### config.mk
export PLATFORM = sky130hd
export DESIGN_NAME = spi_ram_burst
export DESIGN_NICKNAME = d
export VERILOG_FILES = /design/src/rtl/spi_ram_pkg.sv /design/src/rtl/spi_ram_ptr.sv /design/src/rtl/spi_ram_burst.sv
export SDC_FILE = /design/constraint.sdc
export NUM_CORES = 2
export LEC_CHECK = 0
export ABC_AREA = 1
export CAP_MARGIN = 30
export CORE_ASPECT_RATIO = 1.4
export CORE_MARGIN = 5
export CORE_UTILIZATION = 42
export CTS_CLUSTER_DIAMETER = 30
export DETAILED_ROUTE_END_ITERATION = 6
export PLACE_DENSITY_LB_ADDON = 0.05
export SYNTH_ARGS = -nofsm -noshare
export SYNTH_HDL_FRONTEND = slang
export SYNTH_HIERARCHICAL = 1
export SYNTH_SLANG_ARGS = --single-unit
### constraint.sdc
create_clock -name clk -period 2.4 [get_ports clk]
set_input_delay 0.48 -clock clk [delete_from_list [all_inputs] [get_ports clk]]
set_output_delay 0.48 -clock clk [all_outputs]
set_load 0.1 [all_outputs]
### src/rtl/spi_ram_pkg.sv
// Shared types for the SPI-attached burst RAM: command, error code and arming state.
package spi_ram_pkg;

  typedef enum logic [1:0] {
    WR_ADDR = 2'b00,
    WR_DATA = 2'b01,
    RD_ADDR = 2'b10,
    RD_DATA = 2'b11
  } cmd_e;

  typedef enum logic [1:0] {
    ERR_NONE  = 2'b00,
    ERR_SEQ   = 2'b01,
    ERR_RANGE = 2'b10
  } err_e;

  typedef enum logic {
    IDLE  = 1'b0,
    ARMED = 1'b1
  } arm_e;

endpackage

### src/rtl/spi_ram_ptr.sv
// One burst pointer (write or read side): range-checked load, arming FSM and wrapping increment.
//   state | meaning
//   IDLE  | no valid address loaded; data commands are sequence errors
//   ARMED | pointer holds a legal address; each data command uses it and advances
module spi_ram_ptr
  import spi_ram_pkg::*;
#(
  parameter int PAYLOAD_W = 8,
  parameter int MEM_DEPTH = 256
) (
  input  logic                 clk,
  input  logic                 rst_n,
  input  logic                 load_i,
  input  logic                 step_i,
  input  logic [PAYLOAD_W-1:0] addr_i,
  output logic [PAYLOAD_W-1:0] ptr,
  output logic                 armed,
  output logic                 range_err
);

  localparam logic [PAYLOAD_W:0]   DEPTH_C = (PAYLOAD_W+1)'(MEM_DEPTH);
  localparam logic [PAYLOAD_W-1:0] LAST_C  = PAYLOAD_W'(MEM_DEPTH - 1);

  arm_e                 state_q, state_d;
  logic [PAYLOAD_W-1:0] ptr_q, ptr_d;
  logic                 in_range;

  assign in_range = ({1'b0, addr_i} < DEPTH_C);

  always_ff @(posedge clk or negedge rst_n) begin
    if (!rst_n) begin
      state_q <= IDLE;
      ptr_q   <= '0;
    end else begin
      state_q <= state_d;
      ptr_q   <= ptr_d;
    end
  end

  always_comb begin
    state_d = state_q;
    ptr_d   = ptr_q;
    if (load_i) begin
      state_d = in_range ? ARMED : IDLE;
      if (in_range) ptr_d = addr_i;
    end else if (step_i && state_q == ARMED) begin
      ptr_d = (ptr_q == LAST_C) ? '0 : ptr_q + 1'b1;
    end
  end

  always_comb begin
    armed     = (state_q == ARMED);
    range_err = load_i && !in_range;
    ptr       = ptr_q;
  end

endmodule

### src/rtl/spi_ram_burst.sv
// Burst RAM behind the SPI slave: decodes 2-bit commands into pointer loads, writes and reads,
// and keeps a sticky first-error report.
module spi_ram_burst
  import spi_ram_pkg::*;
#(
  parameter int PAYLOAD_W = 8,
  parameter int MEM_DEPTH = 256
) (
  input  logic                 clk,
  input  logic                 rst_n,
  input  logic [PAYLOAD_W+1:0] din,
  input  logic                 rx_valid,
  input  logic                 err_clr,
  output logic [PAYLOAD_W-1:0] dout,
  output logic                 tx_valid,
  output logic                 err,
  output logic [1:0]           err_code
);

  localparam int AW = (MEM_DEPTH > 1) ? $clog2(MEM_DEPTH) : 1;

  logic [PAYLOAD_W-1:0] mem [MEM_DEPTH];

  cmd_e                 cmd;
  logic [PAYLOAD_W-1:0] payload;
  logic [PAYLOAD_W-1:0] wr_ptr, rd_ptr;
  logic                 wr_armed, rd_armed, wr_range_err, rd_range_err;
  logic                 wr_step, rd_step, wr_fire, rd_fire, seq_err;
  logic [PAYLOAD_W-1:0] dout_q, dout_d;
  logic                 tx_valid_q, tx_valid_d;
  logic                 err_q, err_d;
  err_e                 err_code_q, err_code_d, new_code;

  assign cmd     = cmd_e'(din[PAYLOAD_W+1:PAYLOAD_W]);
  assign payload = din[PAYLOAD_W-1:0];
  assign wr_step = rx_valid && cmd == WR_DATA;
  assign rd_step = rx_valid && cmd == RD_DATA;
  assign wr_fire = wr_step && wr_armed;
  assign rd_fire = rd_step && rd_armed;
  assign seq_err = (wr_step && !wr_armed) || (rd_step && !rd_armed);

  spi_ram_ptr #(.PAYLOAD_W(PAYLOAD_W), .MEM_DEPTH(MEM_DEPTH)) u_wr_ptr (
    .clk      (clk),
    .rst_n    (rst_n),
    .load_i   (rx_valid && cmd == WR_ADDR),
    .step_i   (wr_step),
    .addr_i   (payload),
    .ptr      (wr_ptr),
    .armed    (wr_armed),
    .range_err(wr_range_err)
  );

  spi_ram_ptr #(.PAYLOAD_W(PAYLOAD_W), .MEM_DEPTH(MEM_DEPTH)) u_rd_ptr (
    .clk      (clk),
    .rst_n    (rst_n),
    .load_i   (rx_valid && cmd == RD_ADDR),
    .step_i   (rd_step),
    .addr_i   (payload),
    .ptr      (rd_ptr),
    .armed    (rd_armed),
    .range_err(rd_range_err)
  );

  // Memory contents are deliberately left out of reset.
  always_ff @(posedge clk) begin
    if (wr_fire) mem[wr_ptr[AW-1:0]] <= payload;
  end

  always_ff @(posedge clk or negedge rst_n) begin
    if (!rst_n) begin
      dout_q     <= '0;
      tx_valid_q <= 1'b0;
      err_q      <= 1'b0;
      err_code_q <= ERR_NONE;
    end else begin
      dout_q     <= dout_d;
      tx_valid_q <= tx_valid_d;
      err_q      <= err_d;
      err_code_q <= err_code_d;
    end
  end

  // A new error beats a simultaneous clear; otherwise the first code is kept.
  always_comb begin
    dout_d     = rd_fire ? mem[rd_ptr[AW-1:0]] : dout_q;
    tx_valid_d = rd_fire;
    new_code   = ERR_NONE;
    if (wr_range_err || rd_range_err) new_code = ERR_RANGE;
    else if (seq_err)                 new_code = ERR_SEQ;
    err_d      = err_q;
    err_code_d = err_code_q;
    if (new_code != ERR_NONE) begin
      if (!err_q || err_clr) begin
        err_d      = 1'b1;
        err_code_d = new_code;
      end
    end else if (err_clr) begin
      err_d      = 1'b0;
      err_code_d = ERR_NONE;
    end
  end

  assign dout     = dout_q;
  assign tx_valid = tx_valid_q;
  assign err      = err_q;
  assign err_code = err_code_q;

endmodule

==> out/qor.yml <==
timing:
  setup_slack_ns: -0.132
  fin_skew_ns: 0.0450
  setup_tns_ns: -0.831
  holdWs_ns: 0.0608
  period_minus_slack_ns: 2.53
  hold_violations: 0
  maxSlewHeadroom: 0.405
  slew_violations: 0
  period_share: 1.05
  finalSetupViolCount: 8
  rsz0062_at_grt: "true"
  worst-slew-pin-transition_ns: 0.893
  max_freq_ghz: 0.395
synth:
  synth_compound_gate_area_share: 0.00181
  yosys-top-cells-area: "edfxtp_1 (72%), nand3_1 (12%), nand2_1 (9.6%), buf_2 (1.4%), nor2_1 (1.3%)"
  syn-cell-area_sq_um: 84900
  synth_fa_ha_area_frac: 0.000295
  synth_top_family_by_area: "simple AND/OR/NAND/NOR gates"
  synth_nets: 7197
  postSynth.asyncResetShare: 0.0144
  synth_top_area_frac: 0.725
  synth_ff_type: "edfxtp_1"
  synthSimpleGateAreaFrac: 0.232
  yosysWarningCount: 6
  synth-seq-cells: 2078
  yosys.area.top_type: "edfxtp_1"
  synth-xor-area-share: 0.000206
  ys_seq_area_frac: 0.733
  yosysMostFrequentCell: "nand2_1"
  syn_avg_cell_area_sq_um: 11.8
  synth_edf_count: 2048
  synth.distinct_cells: 31
  synthTopCellsByCount: "nand2_1 (2,173), edfxtp_1 (2,048), nand3_1 (2,047), nor2_1 (293), buf_2 (240)"
  synth_mux_area_frac: 0
  syn_inst: 7181
setup_path:
  path_cells: "inv_16, buf_16, buf_16, buf_4, nand2_1, nand3_2, nand3_1, nand3_1, nand3_2, nand3_1, nand3_2, nand3_2, nand3_2, nand2_1"
  crit_fanout: 11
  required_ns: 3.11
  max_stage_delay_ns: 0.63
  rrSetupSlack_ns: -0.13
  critPathArrivalTime_ns: 3.24
  crit_top_cell: "nand3_2"
  worstSetupStartpoint: "u_rd_ptr/ptr[0]$_DFFE_PN0P_"
  cp-start-kind: "register"
  critPathSlowestCell: "dfrtp_4"
  end_kind: "register"
  r2r_cells: 14
  rr_startpoint: "u_rd_ptr/ptr[0]$_DFFE_PN0P_"
  r2r-end: "dout[6]$_DFFE_PN0P_"
  crit_type: "reg -> reg"
floorplan:
  dieArea_sq_um: 211000
  core-area_sq_um: 201000
  die_w_um: 390
  ios: 26
  initial_core_util: 0.422
  fp-row-count: 195
  die_h_um: 542
routing:
  dr.pass1.iters: 6
  drt.antenna.violating_nets: 0
  drc: 0
  vias: 58636
  drtIter0Drc: 5715
  totalWireLength_mm: 278
  via_per_inst: 5.45
  avgRoutedWirePerCell_um: 25.8
place:
  hpwl_mm: 175
  io_buffer_count: 25
  gp_congestion: 0.894
  placed_cell_area_sq_um: 93100
worst_hold_path:
  holdPathStages: 1
  hp-class: "in -> reg"
  min_to: "mem[254][4]$_DFFE_PP_"
  worstHoldStart: "din[4]"
global_routing:
  antenna_found_initial: 6
  grt_max_degree: 89
  overflow: 0
  grt_pass1_wl_mm: 395
  grt_usage: 0.255
  grt_pass1_vias: 59072
clocking:
  clock_latency_ns: 0.85
  path_clk_slew_ns: 0.05
  clockRootBuffer: "clkbuf_16"
  htreeDepth: 5
  numClockSinks: 2078
  cts_tree: "yes"
  cts_max_path_buffers: 4
  cts_made_buffers: 354
finish:
  nFillCells: 17102
  drive_above_1_share: 0.206
  syn2layout_area_growth_pct: 27.5
  utilization: 0.538
  fin_area_sq_um: 108000
  multi_input_area_sq_um: 21700
  regArea_sq_um: 62300
  final_nets: 7829
pwr:
  total_power_mw: 131
  powerDensity_nw_per_um2: 1210
  ir_drop_mv: 0.898
  p_leak_nw: 39.6
outcome:
  violations: "negative setup slack"
  status: "finished, violations left"
flow_run:
  drv_cap: 0
critical path: cells and delay by family (launching register included):
family / cells / cell delay, ns
simple gates: 10 / 1.12
buf+inv: 4 / 0.65
flops: 1 / 0.63
cell usage in the layout, fill, tap and decap left out, drive strengths merged, types with 30 or more instances in the layout:
cell,netlist,routed
buf,376,738
nor2,298,298
clkbuf,111,399
inv,48,113
dfrtp,30,30
nand2,2179,2179
edfxtp,2048,2048
nand3,2047,2047
clkinvlp,0,36
bufinv,0,40
clkinv,0,114
area by class of cell:
| type | instances | area share |
|---|---|---|
| antenna | 1 | 0.0000231 |
| clock buffer | 386 | 0.0846 |
| clock inverter | 254 | 0.0268 |
| inverter | 48 | 0.00200 |
| multi-input combinational | 4568 | 0.201 |
| sequential | 2078 | 0.575 |
| tap | 2659 | 0.0307 |
| timing repair buffer | 762 | 0.0797 |
| timing repair inverter | 1 | 0.0000809 |
metal layers:
layer	vias to the layer above	wire, um	track usage
met5	-	40	0
met4	6	11600	0.0994
met3	513	16000	0.0369
met2	2098	139000	0.442
met1	29139	111000	0.322
li1	26880	-	-
cells by family (layout without fill, tap and decap cells):
| group | after synthesis | after routing |
|---|---|---|
| AO/OA/AOI/OAI | 24 | 24 |
| XOR/XNOR | 2 | 2 |
| adder cells (fa/ha/maj) | 2 | 2 |
| buffers and inverters | 535 | 1451 |
| flip-flops | 2078 | 2078 |
| other | 2 | 3 |
| AND/OR/NAND/NOR | 4538 | 4538 |
through the flow:
stage,worst slack [ns],instances
detailed placement,-1.03,10067
floorplan,0.139,7181
global route,-0.162,10757
CTS,-0.113,10735
finish,-0.132,10757
global placement,-1.06,10067
state kept, by name, summed over array words and instances, names as in the netlist:
name / count
dout: 8
err: 1
err_code: 2
mem: 2048
tx_valid: 1
u_rd_ptr/armed: 1
u_rd_ptr/ptr: 8
u_wr_ptr/armed: 1
u_wr_ptr/ptr: 8
worst max path at each step:
stage	to	slack, ns	cells past startpoint
after floorplan	mem[104][0]$_DFFE_PP_	0.14	9
after global placement	mem[77][5]$_DFFE_PP_	-1.06	14
after detailed placement	mem[77][6]$_DFFE_PP_	-1.03	14
after CTS	dout[2]$_DFFE_PN0P_	-0.11	15
after global routing	dout[7]$_DFFE_PN0P_	-0.16	15
final	dout[6]$_DFFE_PN0P_	-0.13	14
what timing repair did:
| item | 4_1_cts | 5_1_grt |
|---|---|---|
| setup buffers | 14 | 9 |
| setup endpoints to repair | 29 | 35 |
| hold buffers | 4 | 0 |
| endpoints found under the hold margin | 31 | 0 |
| gates resized for setup | 206 | 202 |
| pin swaps | 12 | 48 |
| cloned | 12 | 15 |
where the power goes:
part	total, mW	leakage [nW]	internal [mW]	switching, mW
clock network	50.6	5.81	32.3	18.2
registers	40.8	18.7	40.2	0.626
logic	39.5	15.1	12.9	26.6
No activity file was read; power rests on OpenSTA's default activity.
